==> src/rtl/key_pkg.sv <==
// Shared definitions for the push-button debouncer.
// Holds the per-key FSM encoding and the debounce length constants.
package key_pkg;

    typedef enum logic [1:0] {
        IDLE    = 2'd0,
        FILT_DN = 2'd1,
        PRESSED = 2'd2,
        FILT_UP = 2'd3
    } key_fsm_t;

    // 20 ms at 50 MHz
    localparam int DEF_DEBOUNCE_CYC = 1_000_000;
    localparam int SIM_DEBOUNCE_CYC = 16;

endpackage

==> src/rtl/key_debounce_chan.sv <==
// Single-key debounce channel: 2-flop synchroniser, filter FSM and counter.
// Ports: clk, rst_n, key_in (raw, active-low), key_state, key_press,
// key_release (registered), press_nxt (combinational next key_press).
module key_debounce_chan
    import key_pkg::*;
#(
    parameter int DEBOUNCE_CYC = DEF_DEBOUNCE_CYC
) (
    input  logic clk,
    input  logic rst_n,
    input  logic key_in,
    output logic key_state,
    output logic key_press,
    output logic key_release,
    output logic press_nxt
);

    localparam int CNT_W = $clog2(DEBOUNCE_CYC);
    localparam logic [CNT_W-1:0] CNT_LAST = CNT_W'(DEBOUNCE_CYC - 1);

    logic             sync1;
    logic             sync2;
    key_fsm_t         st;
    key_fsm_t         st_nxt;
    logic [CNT_W-1:0] cnt;
    logic [CNT_W-1:0] cnt_nxt;
    logic             state_nxt;
    logic             rel_nxt;

    always_comb begin
        st_nxt    = st;
        cnt_nxt   = cnt;
        press_nxt = 1'b0;
        rel_nxt   = 1'b0;
        state_nxt = key_state;
        unique case (st)
            IDLE: begin
                if (!sync2) begin
                    st_nxt  = FILT_DN;
                    cnt_nxt = '0;
                end
            end
            FILT_DN: begin
                if (sync2) begin
                    st_nxt  = IDLE;
                    cnt_nxt = '0;
                end else if (cnt == CNT_LAST) begin
                    st_nxt    = PRESSED;
                    cnt_nxt   = '0;
                    press_nxt = 1'b1;
                    state_nxt = 1'b1;
                end else begin
                    cnt_nxt = cnt + CNT_W'(1);
                end
            end
            PRESSED: begin
                if (sync2) begin
                    st_nxt  = FILT_UP;
                    cnt_nxt = '0;
                end
            end
            FILT_UP: begin
                if (!sync2) begin
                    st_nxt  = PRESSED;
                    cnt_nxt = '0;
                end else if (cnt == CNT_LAST) begin
                    st_nxt    = IDLE;
                    cnt_nxt   = '0;
                    rel_nxt   = 1'b1;
                    state_nxt = 1'b0;
                end else begin
                    cnt_nxt = cnt + CNT_W'(1);
                end
            end
            default: begin
                st_nxt  = IDLE;
                cnt_nxt = '0;
            end
        endcase
    end

    // Synchroniser resets to "released" so a reset never looks like a press
    always_ff @(posedge clk or negedge rst_n) begin
        if (!rst_n) begin
            sync1       <= 1'b1;
            sync2       <= 1'b1;
            st          <= IDLE;
            cnt         <= '0;
            key_state   <= 1'b0;
            key_press   <= 1'b0;
            key_release <= 1'b0;
        end else begin
            sync1       <= key_in;
            sync2       <= sync1;
            st          <= st_nxt;
            cnt         <= cnt_nxt;
            key_state   <= state_nxt;
            key_press   <= press_nxt;
            key_release <= rel_nxt;
        end
    end

endmodule

==> src/rtl/key_debounce.sv <==
// Multi-key debouncer with press/release events and lowest-key encoder.
// Ports: clk, rst_n, key_in[KEY_W], key_state, key_press, key_release,
// key_valid, key_code[3].
module key_debounce
    import key_pkg::*;
#(
    parameter int KEY_W        = 4,
    parameter int DEBOUNCE_CYC = DEF_DEBOUNCE_CYC
) (
    input  logic             clk,
    input  logic             rst_n,
    input  logic [KEY_W-1:0] key_in,
    output logic [KEY_W-1:0] key_state,
    output logic [KEY_W-1:0] key_press,
    output logic [KEY_W-1:0] key_release,
    output logic             key_valid,
    output logic [2:0]       key_code
);

    logic [KEY_W-1:0] press_nxt;
    logic [2:0]       code_nxt;

    for (genvar i = 0; i < KEY_W; i++) begin : g_chan
        key_debounce_chan #(
            .DEBOUNCE_CYC(DEBOUNCE_CYC)
        ) u_chan (
            .clk        (clk),
            .rst_n      (rst_n),
            .key_in     (key_in[i]),
            .key_state  (key_state[i]),
            .key_press  (key_press[i]),
            .key_release(key_release[i]),
            .press_nxt  (press_nxt[i])
        );
    end

    // Scan high to low so the lowest set index wins
    always_comb begin
        code_nxt = 3'd0;
        for (int k = KEY_W - 1; k >= 0; k--) begin
            if (press_nxt[k]) code_nxt = 3'(k);
        end
    end

    // Registered from press_nxt so it lines up with key_press
    always_ff @(posedge clk or negedge rst_n) begin
        if (!rst_n) begin
            key_valid <= 1'b0;
            key_code  <= 3'd0;
        end else begin
            key_valid <= |press_nxt;
            if (|press_nxt) key_code <= code_nxt;
        end
    end

endmodule

==> config.mk <==
export PLATFORM = sky130hd
export DESIGN_NAME = key_debounce
export DESIGN_NICKNAME = d
export VERILOG_FILES = /design/src/rtl/key_pkg.sv /design/src/rtl/key_debounce_chan.sv /design/src/rtl/key_debounce.sv
export SDC_FILE = /design/constraint.sdc
export NUM_CORES = 1
export LEC_CHECK = 0
export BUFFER_PORTS_ARGS = -buffer_cell sky130_fd_sc_hd__buf_2
export CORE_UTILIZATION = 60
export CTS_CLUSTER_DIAMETER = 60
export CTS_CLUSTER_SIZE = 28
export DETAILED_ROUTE_END_ITERATION = 16
export PLACE_DENSITY = 0.87
export REMOVE_ABC_BUFFERS = 1
export SETUP_SLACK_MARGIN = 0.15
export SLEW_MARGIN = 30
export SYNTH_ARGS = -nofsm -noshare
export SYNTH_HDL_FRONTEND = slang
export SYNTH_SLANG_ARGS = --single-unit
==> constraint.sdc <==
create_clock -name clk -period 2.6 [get_ports clk]
set_clock_uncertainty 0.05 [all_clocks]
set_input_delay 0.13 -clock clk [delete_from_list [all_inputs] [get_ports clk]]
set_output_delay 0.13 -clock clk [all_outputs]
set_load 0.05 [all_outputs]
# After elaboration in Yosys (flattened, before gate mapping)
# Cells that the tools add are included.
# op_classes
mux	96
eq_ne	48
addsub	4
reduce_logical	21
# ops
cell	count
$mux W20	20
$pmux W20 S4	4
$add A20 B1 Y20 const B	4
$eq A20 B20 Y1 const B	4
$mux W2	26
$mux W1	36
$ne A2 B1 Y1 const B	16
$pmux W2 S4	4
$reduce_and A5 Y1	4
$eq A2 B2 Y1 const B	8
$ne A2 B2 Y1 const B	8
$reduce_and A4 Y1	4
$ne A3 B1 Y1 const B	4
$ne A3 B3 Y1 const B	4
$eq A2 B1 Y1 const B	4
$logic_not A2 Y1	4
$pmux W1 S2	4
$reduce_and A2 Y1	4
$reduce_bool A2 Y1	4
$mux W3	2
$reduce_or A4 Y1	1
# word_totals
out_inout_bits	16
regBits	112
word_cells	199

# Longest topological paths before layout
# Gate-level depths: netlist of the first run.
# logic_depth
ltp_word	8
mapped_depth	8

# Modules after synthesis
# From an unflattened synthesis of the first run, not the netlist that was laid out.
# unflattened
hier_cells	608
area_unflattened_um2	5783.0
# modules_own_cells
mod	area_each_um2	seq_area_each_um2	cells_each	instances
key_debounce_chan (g_chan[1].u_chan ...)	1413.9	678.2	149	2
key_debounce_chan (g_chan[3].u_chan)	1425.1	678.2	155	1
key_debounce_chan (g_chan[0].u_chan)	1410.1	678.2	144	1
key_debounce	120.1	75.1	11	1

# Worst setup path after synthesis of the first run
# OpenSTA, ideal clock, no wires.
# synth_path
kind	reg2reg
start	register g_chan[0].u_chan.cnt[0]
end	register key_valid
path_stages_with_launch	7
slack_ns	0.648
path_buffers	0
synth_period_minus_slack_ns	1.952
required_ns	2.411
setup_time_ns	0.139
t_arrival_ns	1.763
cell_sequence	dfrtp_1 > ha_1 > and4_1 > and4_1 > nand3_1 > nor3_2 > or4_1
# synth_via
elab_chain_cells	5
# synth_lines
item	line	source
from (decl)	key_debounce_chan.sv:25	logic [CNT_W-1:0] cnt;
from (signal assigned)	key_debounce_chan.sv:96	cnt <= cnt_nxt;
$eq A20 B20 Y1	key_debounce_chan.sv:47	end else if (cnt == CNT_LAST) begin
$mux W1	key_debounce_chan.sv:47	
$mux W1	key_debounce_chan.sv:44	if (sync2) begin
$mux W1	key_debounce_chan.sv:36	unique case (st)
via g_chan[0].u_chan.press_nxt	key_debounce_chan.sv:15	output logic press_nxt
$reduce_or A4 Y1	key_debounce.sv:51	key_valid <= |press_nxt;
to (signal assigned)	key_debounce.sv:51	
to (decl)	key_debounce.sv:16	output logic key_valid,
# The timed path passes the listed nets, and every way through them passes these cells.
# A chain may end at the register's enable or synchronous reset.

# Final worst setup path of the first run
# layout_path
start	register g_chan[2].u_chan.cnt[0]
end	register g_chan[2].u_chan.cnt[18]
# layout_via
elab_chain_cells	4
# layout_lines
item	line
from (decl)	key_debounce_chan.sv:25
from (signal assigned)	key_debounce_chan.sv:96
$add A20 B1 Y20 / $eq A20 B20 Y1 (equally long branches)	-
$mux W20 *	key_debounce_chan.sv:47, key_debounce_chan.sv:66
$mux W20 (on tied branches)	key_debounce_chan.sv:63, key_debounce_chan.sv:44
$pmux W20 S4 *	key_debounce_chan.sv:36
# Every way passes the cells marked *; elsewhere a longest branch is shown, timed or not.

==> flow_results.xml, run 1 <==
<?xml version="1.0" encoding="UTF-8"?>
<metrics>
  <group name="critical_path">
    <metric name="critPathMaxFanout" unit="">27</metric>
    <metric name="worstSetupEndpointType" unit="">register</metric>
    <metric name="setup.worst_path.start_class" unit="">register</metric>
    <metric name="crit_chain" unit="">ha_1 &gt; nand3_1 &gt; nor4_4 &gt; a21oi_4 &gt; and3_1 &gt; a211o_1</metric>
    <metric name="timing.setup.critical_path_class" unit="">register to register</metric>
    <metric name="worst-endpoint-arrival" unit="ps">2520</metric>
    <metric name="worst_path_largest_cell_delay" unit="ps">540</metric>
    <metric name="crit_required" unit="ps">2820</metric>
    <metric name="cpMaxStageDelayCell" unit="">nor4_4</metric>
  </group>
  <group name="finish">
    <metric name="final_util" unit="%">66.1</metric>
    <metric name="antenna_cells_inserted" unit="">0</metric>
    <metric name="area_growth" unit="%">7.01</metric>
    <metric name="footprint_of_the_multi_input_gates" unit="um^2">2670</metric>
    <metric name="finalNonFillerCells" unit="">739</metric>
    <metric name="seqCellArea" unit="um^2">2790</metric>
    <metric name="nets_final" unit="">615</metric>
    <metric name="drive_above_1_share" unit="%">11.6</metric>
    <metric name="nFillCells" unit="">698</metric>
  </group>
  <group name="yosys">
    <metric name="share_of_the_synthesized_area_in_the_top_cell_type" unit="%">45.1</metric>
    <metric name="synth-warning-count" unit="">0</metric>
    <metric name="post_synth_main_area_contributors" unit="">dfrtp_1 (45%), a31oi_1 (5.1%), a21oi_1 (4.1%)</metric>
    <metric name="syn_area" unit="um^2">5710</metric>
    <metric name="cell_taking_the_most_area_after_synthesis" unit="">dfrtp_1</metric>
    <metric name="number_of_synthesized_register_bits" unit="">111</metric>
    <metric name="synth_top_family_by_area" unit="">simple AND/OR/NAND/NOR gates</metric>
    <metric name="muxShareOfSynthArea" unit="%">1.49</metric>
    <metric name="synth_xor_area_share" unit="%">1.23</metric>
    <metric name="syn_inst_count" unit="">596</metric>
    <metric name="postSynth.asyncResetShare" unit="%">100</metric>
    <metric name="synth_compound_gate_area_share" unit="%">18.8</metric>
    <metric name="yosys.area_share.simple" unit="%">23.8</metric>
    <metric name="dominantRegCellSynth" unit="">dfrtp_1</metric>
    <metric name="synth-edff-count" unit="">0</metric>
    <metric name="yosysSeqAreaShare" unit="%">48.8</metric>
    <metric name="ys_types" unit="">62</metric>
    <metric name="synth_area_per_cell" unit="um^2">9.58</metric>
    <metric name="synth-adder-area-share" unit="%">0.876</metric>
  </group>
  <group name="sta">
    <metric name="clock.fmax" unit="MHz">434</metric>
    <metric name="finalCriticalPeriod" unit="ps">2300</metric>
    <metric name="setup_repair_after_global_routing_missed_its_margin" unit="">false</metric>
    <metric name="slew_viol_final" unit="">0</metric>
    <metric name="hold_ws" unit="ps">263</metric>
    <metric name="final_min_period_over_clock_period" unit="%">88.5</metric>
    <metric name="finalSetupViolations" unit="">0</metric>
    <metric name="hold_viol" unit="">0</metric>
    <metric name="max_slew.worst_pin.slew" unit="ps">783</metric>
    <metric name="layout_setup_ws" unit="ps">298</metric>
    <metric name="slew-limit-headroom" unit="%">47.6</metric>
  </group>
  <group name="cts">
    <metric name="htree_levels" unit="">3</metric>
    <metric name="cts.repair.resized" unit="">0</metric>
    <metric name="tritoncts.num_buffers" unit="">9</metric>
    <metric name="post_cts_setup_buffers" unit="">0</metric>
    <metric name="max-clock-path-buffers" unit="">2</metric>
    <metric name="clock-sinks" unit="">111</metric>
    <metric name="clk_root_buffer_cell" unit="">clkbuf_8</metric>
    <metric name="tritoncts" unit="">built</metric>
    <metric name="clock_insertion_delay_worst_skew" unit="ps">380</metric>
    <metric name="cts.reportedPaths.clkPinSlew" unit="ps">100</metric>
    <metric name="cts-hold-fix-buffers" unit="">5</metric>
  </group>
  <group name="pwr">
    <metric name="power" unit="mW">3.25</metric>
    <metric name="leakage" unit="nW">2.65</metric>
    <metric name="power_density" unit="nW/um^2">532</metric>
    <metric name="ir_worst_vdd" unit="uV">427</metric>
  </group>
  <group name="drt">
    <metric name="post_dr_vias_cell" unit="">6.32</metric>
    <metric name="routed-via-count" unit="">4670</metric>
    <metric name="drt_first_pass_iters" unit="">5</metric>
    <metric name="wirelength" unit="mm">11.7</metric>
    <metric name="ant_nets" unit="">0</metric>
    <metric name="drc" unit="">0</metric>
    <metric name="drtIter0Drc" unit="">257</metric>
    <metric name="mean_routed_wirelength_per_cell" unit="um">15.8</metric>
  </group>
  <group name="global_routing">
    <metric name="grt_first_pass_wirelength" unit="mm">20.1</metric>
    <metric name="grt_pass1_vias" unit="">4463</metric>
    <metric name="grt_antenna_before_repair" unit="">0</metric>
    <metric name="grt_util_all_layers" unit="%">25.2</metric>
    <metric name="aggregate_global_routing_overflow" unit="">0</metric>
    <metric name="grt_start_max_net_pins" unit="">52</metric>
  </group>
  <group name="floorplan">
    <metric name="dieArea" unit="um^2">9910</metric>
    <metric name="die_h" unit="um">99.6</metric>
    <metric name="placeableCoreArea" unit="um^2">9240</metric>
    <metric name="die_width" unit="um">99.6</metric>
    <metric name="initial_core_utilization" unit="%">61.8</metric>
    <metric name="io_pins" unit="">22</metric>
    <metric name="row_count" unit="">35</metric>
  </group>
  <group name="placed_design">
    <metric name="dpl_worst_slack" unit="ps">196</metric>
    <metric name="gp_congestion" unit="">0.871</metric>
    <metric name="detailedPlacementHpwl" unit="mm">8.10</metric>
    <metric name="io_buffers" unit="">20</metric>
    <metric name="placedCellCount" unit="">718</metric>
  </group>
  <group name="job">
    <metric name="max_capacitance_violation_count" unit="">0</metric>
  </group>
  <group name="min_path">
    <metric name="holdCritPathClass" unit="">input pin to asynchronous set/reset pin</metric>
  </group>
  <group name="outcome">
    <metric name="status" unit="">complete, no violations</metric>
  </group>
</metrics>
## report_power, final
part	switching (mW)	internal [mW]	total (mW)
clock	0.550	0.528	1.08
combinational	0.219	0.113	0.332
sequential	0.0641	1.78	1.84
total	0.833	2.42	3.25
## synthesized netlist by cell type, types with 7 or more instances
master,n
nor4_1,7
a31oi_1,47
nand2b_1,16
nand2_1,55
nor3_1,12
a41oi_1,11
a21oi_1,47
a22o_1,9
o21ai_0,28
and4_1,8
buf_2,11
nand4_1,17
dfrtp_1,103
inv_1,18
dfstp_2,8
and3_1,16
buf_4,15
nand3_1,47
nor2_1,27
## logic make-up after synthesis
group                    Yosys count
XOR/XNOR                           8
AND/OR/NAND/NOR                  242
multiplexers                       8
adder cells (fa/ha/maj)            4
buffers and inverters             52
AO/OA/AOI/OAI                    170
flip-flops                       111
other                              1
## flip-flops by register name, summed over array words and instances, names as in the netlist, named ones only
signal and cells:
g_chan.u_chan.cnt 80, g_chan.u_chan.key_press 4, g_chan.u_chan.key_release 4, g_chan.u_chan.key_state 4, g_chan.u_chan.st 4, g_chan.u_chan.sync1 4, g_chan.u_chan.sync2 4, key_code 2
key_valid 1
## final cells by class
class                   count  share of cell area (%)
inverters                  18                    1.11
multi-input cells         433                    43.6
well taps                 129                    2.64
clock inverters             2                   0.635
flip-flops and latches    111                    45.6
clock buffers              14                    2.83
repair buffers             32                    3.56
## critical path, delay by kind of cell, from the launching register on
kind	cells	cell delay [ps]
and+or+nand+nor	3	1030
AOI/OAI and AO/OA	2	490
DFF	1	410
adders and majority gates	1	200
## cells in the final DEF (no fill, tap or decap), types with 9 or more instances in the layout
cell	count
nand2_1	55
nand2b_1	16
a41oi_1	11
o21ai_0	28
buf_2	19
dfrtp_1	103
nand4_1	17
a31oi_1	47
nand3_1	47
inv_1	18
and3_1	16
clkbuf_8	12
nor2_1	27
nor3_1	12
a21oi_1	45
a22o_1	9
## final timing paths
check,start,to,slack (ps),cells past startpoint
max in group asynchronous,rst_n,g_chan[3].u_chan.sync2,1460,3
worst min-delay path,rst_n,g_chan[3].u_chan.cnt[9],260,2
worst max-delay path,g_chan[2].u_chan.cnt[0],g_chan[2].u_chan.cnt[18],300,6
worst max register to register,g_chan[2].u_chan.cnt[0],g_chan[2].u_chan.cnt[18],300,6
worst min register to register,g_chan[1].u_chan.sync1,g_chan[1].u_chan.sync2,310,0
min in group clk,g_chan[1].u_chan.sync1,g_chan[1].u_chan.sync2,310,0
## stage by stage
stage          area [um^2]  setup TNS, ps
5_1_grt               6110              0
2_1_floorplan         5500          -1140
4_1_cts               6100              0
3_5_place_dp          5840              0
3_3_place_gp          5830              0
6_report              6110              0
## per-layer routing
metal  track usage [%]  part of all wire, %  vias to the layer above
li1                  -                    -                     2244
met1              32.9                   46                     2316
met2              42.0                   49                       93
met3              4.57                  3.7                       17
met4              9.95                  1.4                        0
met5                 0                    0                        -
No activity file was read; power rests on OpenSTA's default activity.
==> run 2: changes to the inputs <==
--- a/config.mk
+++ b/config.mk
@@ -12,8 +12,8 @@
 export DETAILED_ROUTE_END_ITERATION = 16
 export PLACE_DENSITY = 0.87
 export REMOVE_ABC_BUFFERS = 1
-export SETUP_SLACK_MARGIN = 0.15
 export SLEW_MARGIN = 30
 export SYNTH_ARGS = -nofsm -noshare
 export SYNTH_HDL_FRONTEND = slang
+export SYNTH_HIERARCHICAL = 1
 export SYNTH_SLANG_ARGS = --single-unit
==> run 2 against run 1 <==
Net effect:
- critical path depth unchanged
- critical path type unchanged
- non-clock buffer count increased by 7
- design area increased by 3.8%
- largest cell class unchanged
- die area increased by 1.2%
- area after synthesis increased by 1.3%
- highest routed layer unchanged
- synthesized cell count increased by 2.0%
- wire length increased by 9.4%
- combinational power increased to 4.6 times the previous value
==> flow_results.xml, run 2 <==
<?xml version="1.0" encoding="UTF-8"?>
<metrics>
  <group name="drt">
    <metric name="drt_first_pass_iters" unit="">5</metric>
    <metric name="drtIter0Drc" unit="">286</metric>
    <metric name="wirelength_met1" unit="mm">5.39</metric>
    <metric name="routed-via-count" unit="">4810</metric>
    <metric name="mean_routed_wirelength_per_cell" unit="um">16.7</metric>
    <metric name="ant_nets" unit="">0</metric>
    <metric name="met3WireLength" unit="um">656</metric>
    <metric name="wirelength" unit="mm">12.8</metric>
    <metric name="detailroute.wirelength.met2" unit="mm">6.35</metric>
    <metric name="drc" unit="">0</metric>
    <metric name="post_dr_vias_cell" unit="">6.28</metric>
    <metric name="top_layer_used" unit="">met4</metric>
  </group>
  <group name="floorplan">
    <metric name="initial_core_utilization" unit="%">62.3</metric>
    <metric name="row_count" unit="">35</metric>
    <metric name="die_width" unit="um">100</metric>
    <metric name="io_pins" unit="">22</metric>
    <metric name="die_h" unit="um">100</metric>
    <metric name="placeableCoreArea" unit="um^2">9280</metric>
    <metric name="dieArea" unit="um^2">10000</metric>
  </group>
  <group name="sta">
    <metric name="slew_viol_final" unit="">0</metric>
    <metric name="clock.fmax" unit="MHz">406</metric>
    <metric name="hold_viol" unit="">0</metric>
    <metric name="max_slew.worst_pin.slew" unit="ps">830</metric>
    <metric name="setup_repair_after_global_routing_missed_its_margin" unit="">false</metric>
    <metric name="final_min_period_over_clock_period" unit="%">94.8</metric>
    <metric name="finalCriticalPeriod" unit="ps">2460</metric>
    <metric name="finalSetupViolations" unit="">0</metric>
    <metric name="setup_tns" unit="ps">0</metric>
    <metric name="slew-limit-headroom" unit="%">44.7</metric>
  </group>
  <group name="finish">
    <metric name="nets_final" unit="">643</metric>
    <metric name="layout_commonest_cell" unit="">dfrtp_1</metric>
    <metric name="area_growth" unit="%">9.67</metric>
    <metric name="seqCellArea" unit="um^2">2790</metric>
    <metric name="nFillCells" unit="">683</metric>
    <metric name="layout.cells.most_common_list" unit="">dfrtp_1 (103), nand2_1 (59), o21ai_0 (45)</metric>
    <metric name="max_flop_register" unit="">g_chan.u_chan/cnt</metric>
    <metric name="drive_above_1_share" unit="%">13.8</metric>
    <metric name="antenna_cells_inserted" unit="">0</metric>
    <metric name="footprint_of_the_multi_input_gates" unit="um^2">2760</metric>
    <metric name="largest_register_ffs" unit="">80</metric>
    <metric name="final_util" unit="%">68.3</metric>
  </group>
  <group name="yosys">
    <metric name="yosysSeqAreaShare" unit="%">48.2</metric>
    <metric name="syn_area" unit="um^2">5780</metric>
    <metric name="share_of_the_synthesized_area_in_the_top_cell_type" unit="%">44.6</metric>
    <metric name="post_synth_main_area_contributors" unit="">dfrtp_1 (45%), o21ai_0 (3.9%), nand2_1 (3.8%)</metric>
    <metric name="synth_area_per_cell" unit="um^2">9.51</metric>
    <metric name="synth-edff-count" unit="">0</metric>
    <metric name="dominantRegCellSynth" unit="">dfrtp_1</metric>
    <metric name="ys_types" unit="">62</metric>
    <metric name="yosys-top-cells-count" unit="">dfrtp_1 (103), nand2_1 (59), o21ai_0 (45)</metric>
    <metric name="postSynth.asyncResetShare" unit="%">100</metric>
    <metric name="cell_taking_the_most_area_after_synthesis" unit="">dfrtp_1</metric>
    <metric name="syn_inst_count" unit="">608</metric>
    <metric name="synth-warning-count" unit="">6</metric>
    <metric name="number_of_synthesized_register_bits" unit="">111</metric>
    <metric name="leading_cell_type_by_number_of_instances_after_synthesis" unit="">dfrtp_1</metric>
  </group>
  <group name="cts">
    <metric name="max-clock-path-buffers" unit="">2</metric>
    <metric name="clock-sinks" unit="">111</metric>
    <metric name="tritoncts" unit="">built</metric>
    <metric name="htree_levels" unit="">3</metric>
    <metric name="clk_root_buffer_cell" unit="">clkbuf_8</metric>
    <metric name="cts.reportedPaths.clkPinSlew" unit="ps">100</metric>
    <metric name="clock_insertion_delay_worst_skew" unit="ps">370</metric>
    <metric name="tritoncts.num_buffers" unit="">9</metric>
  </group>
  <group name="job">
    <metric name="max_capacitance_violation_count" unit="">0</metric>
  </group>
  <group name="pwr">
    <metric name="power" unit="mW">4.89</metric>
    <metric name="seqPwrFrac" unit="%">41.9</metric>
    <metric name="clockPowerShare" unit="%">26.5</metric>
    <metric name="combinational_power_share" unit="%">31.6</metric>
    <metric name="power_report.internal_total" unit="mW">3.14</metric>
    <metric name="leakage" unit="nW">2.84</metric>
    <metric name="fraction_of_power_spent_switching_nets" unit="%">35.9</metric>
    <metric name="power_density" unit="nW/um^2">771</metric>
    <metric name="switching_power" unit="mW">1.76</metric>
    <metric name="ir_worst_vdd" unit="uV">384</metric>
  </group>
  <group name="critical_path">
    <metric name="critical_path.reg2reg.startpoint" unit="">g_chan[3].u_chan/cnt[13]</metric>
    <metric name="worstSetupEndpointType" unit="">register</metric>
    <metric name="critPathMaxFanout" unit="">28</metric>
    <metric name="timing.setup.critical_path_class" unit="">register to register</metric>
    <metric name="crit_required" unit="ps">2820</metric>
    <metric name="worst-endpoint-arrival" unit="ps">2680</metric>
    <metric name="r2r_end" unit="">g_chan[3].u_chan/cnt[19]</metric>
    <metric name="setup.worst_path.start_class" unit="">register</metric>
    <metric name="worst-r2r-cell-count" unit="">6</metric>
    <metric name="setup.worst_path.start" unit="">g_chan[3].u_chan/cnt[13]</metric>
    <metric name="reg2reg_slack" unit="ps">140</metric>
  </group>
  <group name="placed_design">
    <metric name="io_buffers" unit="">20</metric>
    <metric name="detailedPlacementHpwl" unit="mm">8.36</metric>
    <metric name="gp_congestion" unit="">0.846</metric>
  </group>
  <group name="global_routing">
    <metric name="grt_pass1_vias" unit="">4722</metric>
    <metric name="grt_antenna_before_repair" unit="">0</metric>
    <metric name="aggregate_global_routing_overflow" unit="">0</metric>
    <metric name="grt_start_max_net_pins" unit="">44</metric>
    <metric name="grt_util_all_layers" unit="%">27.0</metric>
    <metric name="grt_first_pass_wirelength" unit="mm">21.5</metric>
  </group>
  <group name="outcome">
    <metric name="status" unit="">complete, no violations</metric>
  </group>
  <group name="min_path">
    <metric name="holdCritPathClass" unit="">input pin to asynchronous set/reset pin</metric>
  </group>
</metrics>
-- run 2: changes by cell type after synthesis, sizes merged, moves of 10 or more --
| cell | delta |
|---|---|
| a21o | +19 |
| a21oi | -10 |
| o21ai | +22 |
| nor3 | +10 |
| buf | -15 |
| a41oi | -10 |
| a31oi | -44 |
| nand2b | -15 |
| nand3 | -11 |
-- run 2: through the flow --
| stage | cell area, um^2 | hold WS, ps | setup WS [ps] | instances |
|---|---|---|---|---|
| after global routing | 6340 | 251 | 12.3 | 766 |
| final | 6340 | 231 | 136 | 766 |
| after CTS | 6330 | 232 | 102 | 766 |
| after floorplan | 5640 | -216 | -64.0 | 583 |
| after detailed placement | 6030 | 89.1 | 115 | 746 |
| after global placement | 6030 | 80.6 | 163 | 746 |
-- run 2: area by class of cell --
type,count,area share [%]
Sequential cell,111,44.0
Multi-Input combinational cell,445,43.5
Clock buffer,11,2.07
Tap cell,129,2.54
Clock inverter,4,1.89
Timing Repair Buffer,39,4.46
Inverter,27,1.60
-- run 2: cells by family after synthesis --
group	share of synthesized area, %
compound gates	16.1
xor+xnor	1.82
fa+ha+maj	0.865
buf+inv	4.28
flops	48.2
mux	2.70
other cells	0.0648
simple gates	26.0
-- run 2: worst max-delay path by stage --
stage	to	slack (ps)	depth (start not counted)
floorplan	g_chan[3].u_chan/cnt[19]	-60	5
global placement	g_chan[3].u_chan/cnt[19]	160	6
detailed placement	g_chan[3].u_chan/cnt[19]	110	6
CTS	g_chan[3].u_chan/cnt[19]	100	6
global route	g_chan[3].u_chan/cnt[19]	10	6
finish	g_chan[3].u_chan/cnt[19]	140	6
-- run 2: critical path, stage by stage, from the launching register on --
cell and delay, ps:
dfrtp_1 440, or4_1 540, or4_4 550, o21ai_4 220
buf_12 190, o21ai_0 90, mux2_2 270
-- run 2: power groups by stage --
| stage | clock (mW) | combinational, mW | sequential, mW |
|---|---|---|---|
| finish | 1.30 | 1.54 | 2.05 |
| global route | 1.39 | 1.70 | 2.07 |
| CTS | 1.32 | 1.51 | 2.04 |
| detailed placement | 0 | 1.48 | 2.07 |
| global placement | 0 | 1.39 | 2.06 |
| floorplan | 0 | 1.01 | 2.03 |
-- run 2: what timing repair did --
item | in CTS | in global routing
endpoints found under the setup margin | 0 | 2
gates resized for setup | 0 | 2
hold endpoints to repair | 41 | 0
hold buffers | 5 | 0
buffers inserted | 0 | 0
-- run 2: routing by layer --
| metal | track usage [%] | up-vias |
|---|---|---|
| li1 | - | 2275 |
| met1 | 33.7 | 2325 |
| met2 | 45.4 | 173 |
| met3 | 5.15 | 37 |
| met4 | 12.7 | 0 |
| met5 | 0 | - |
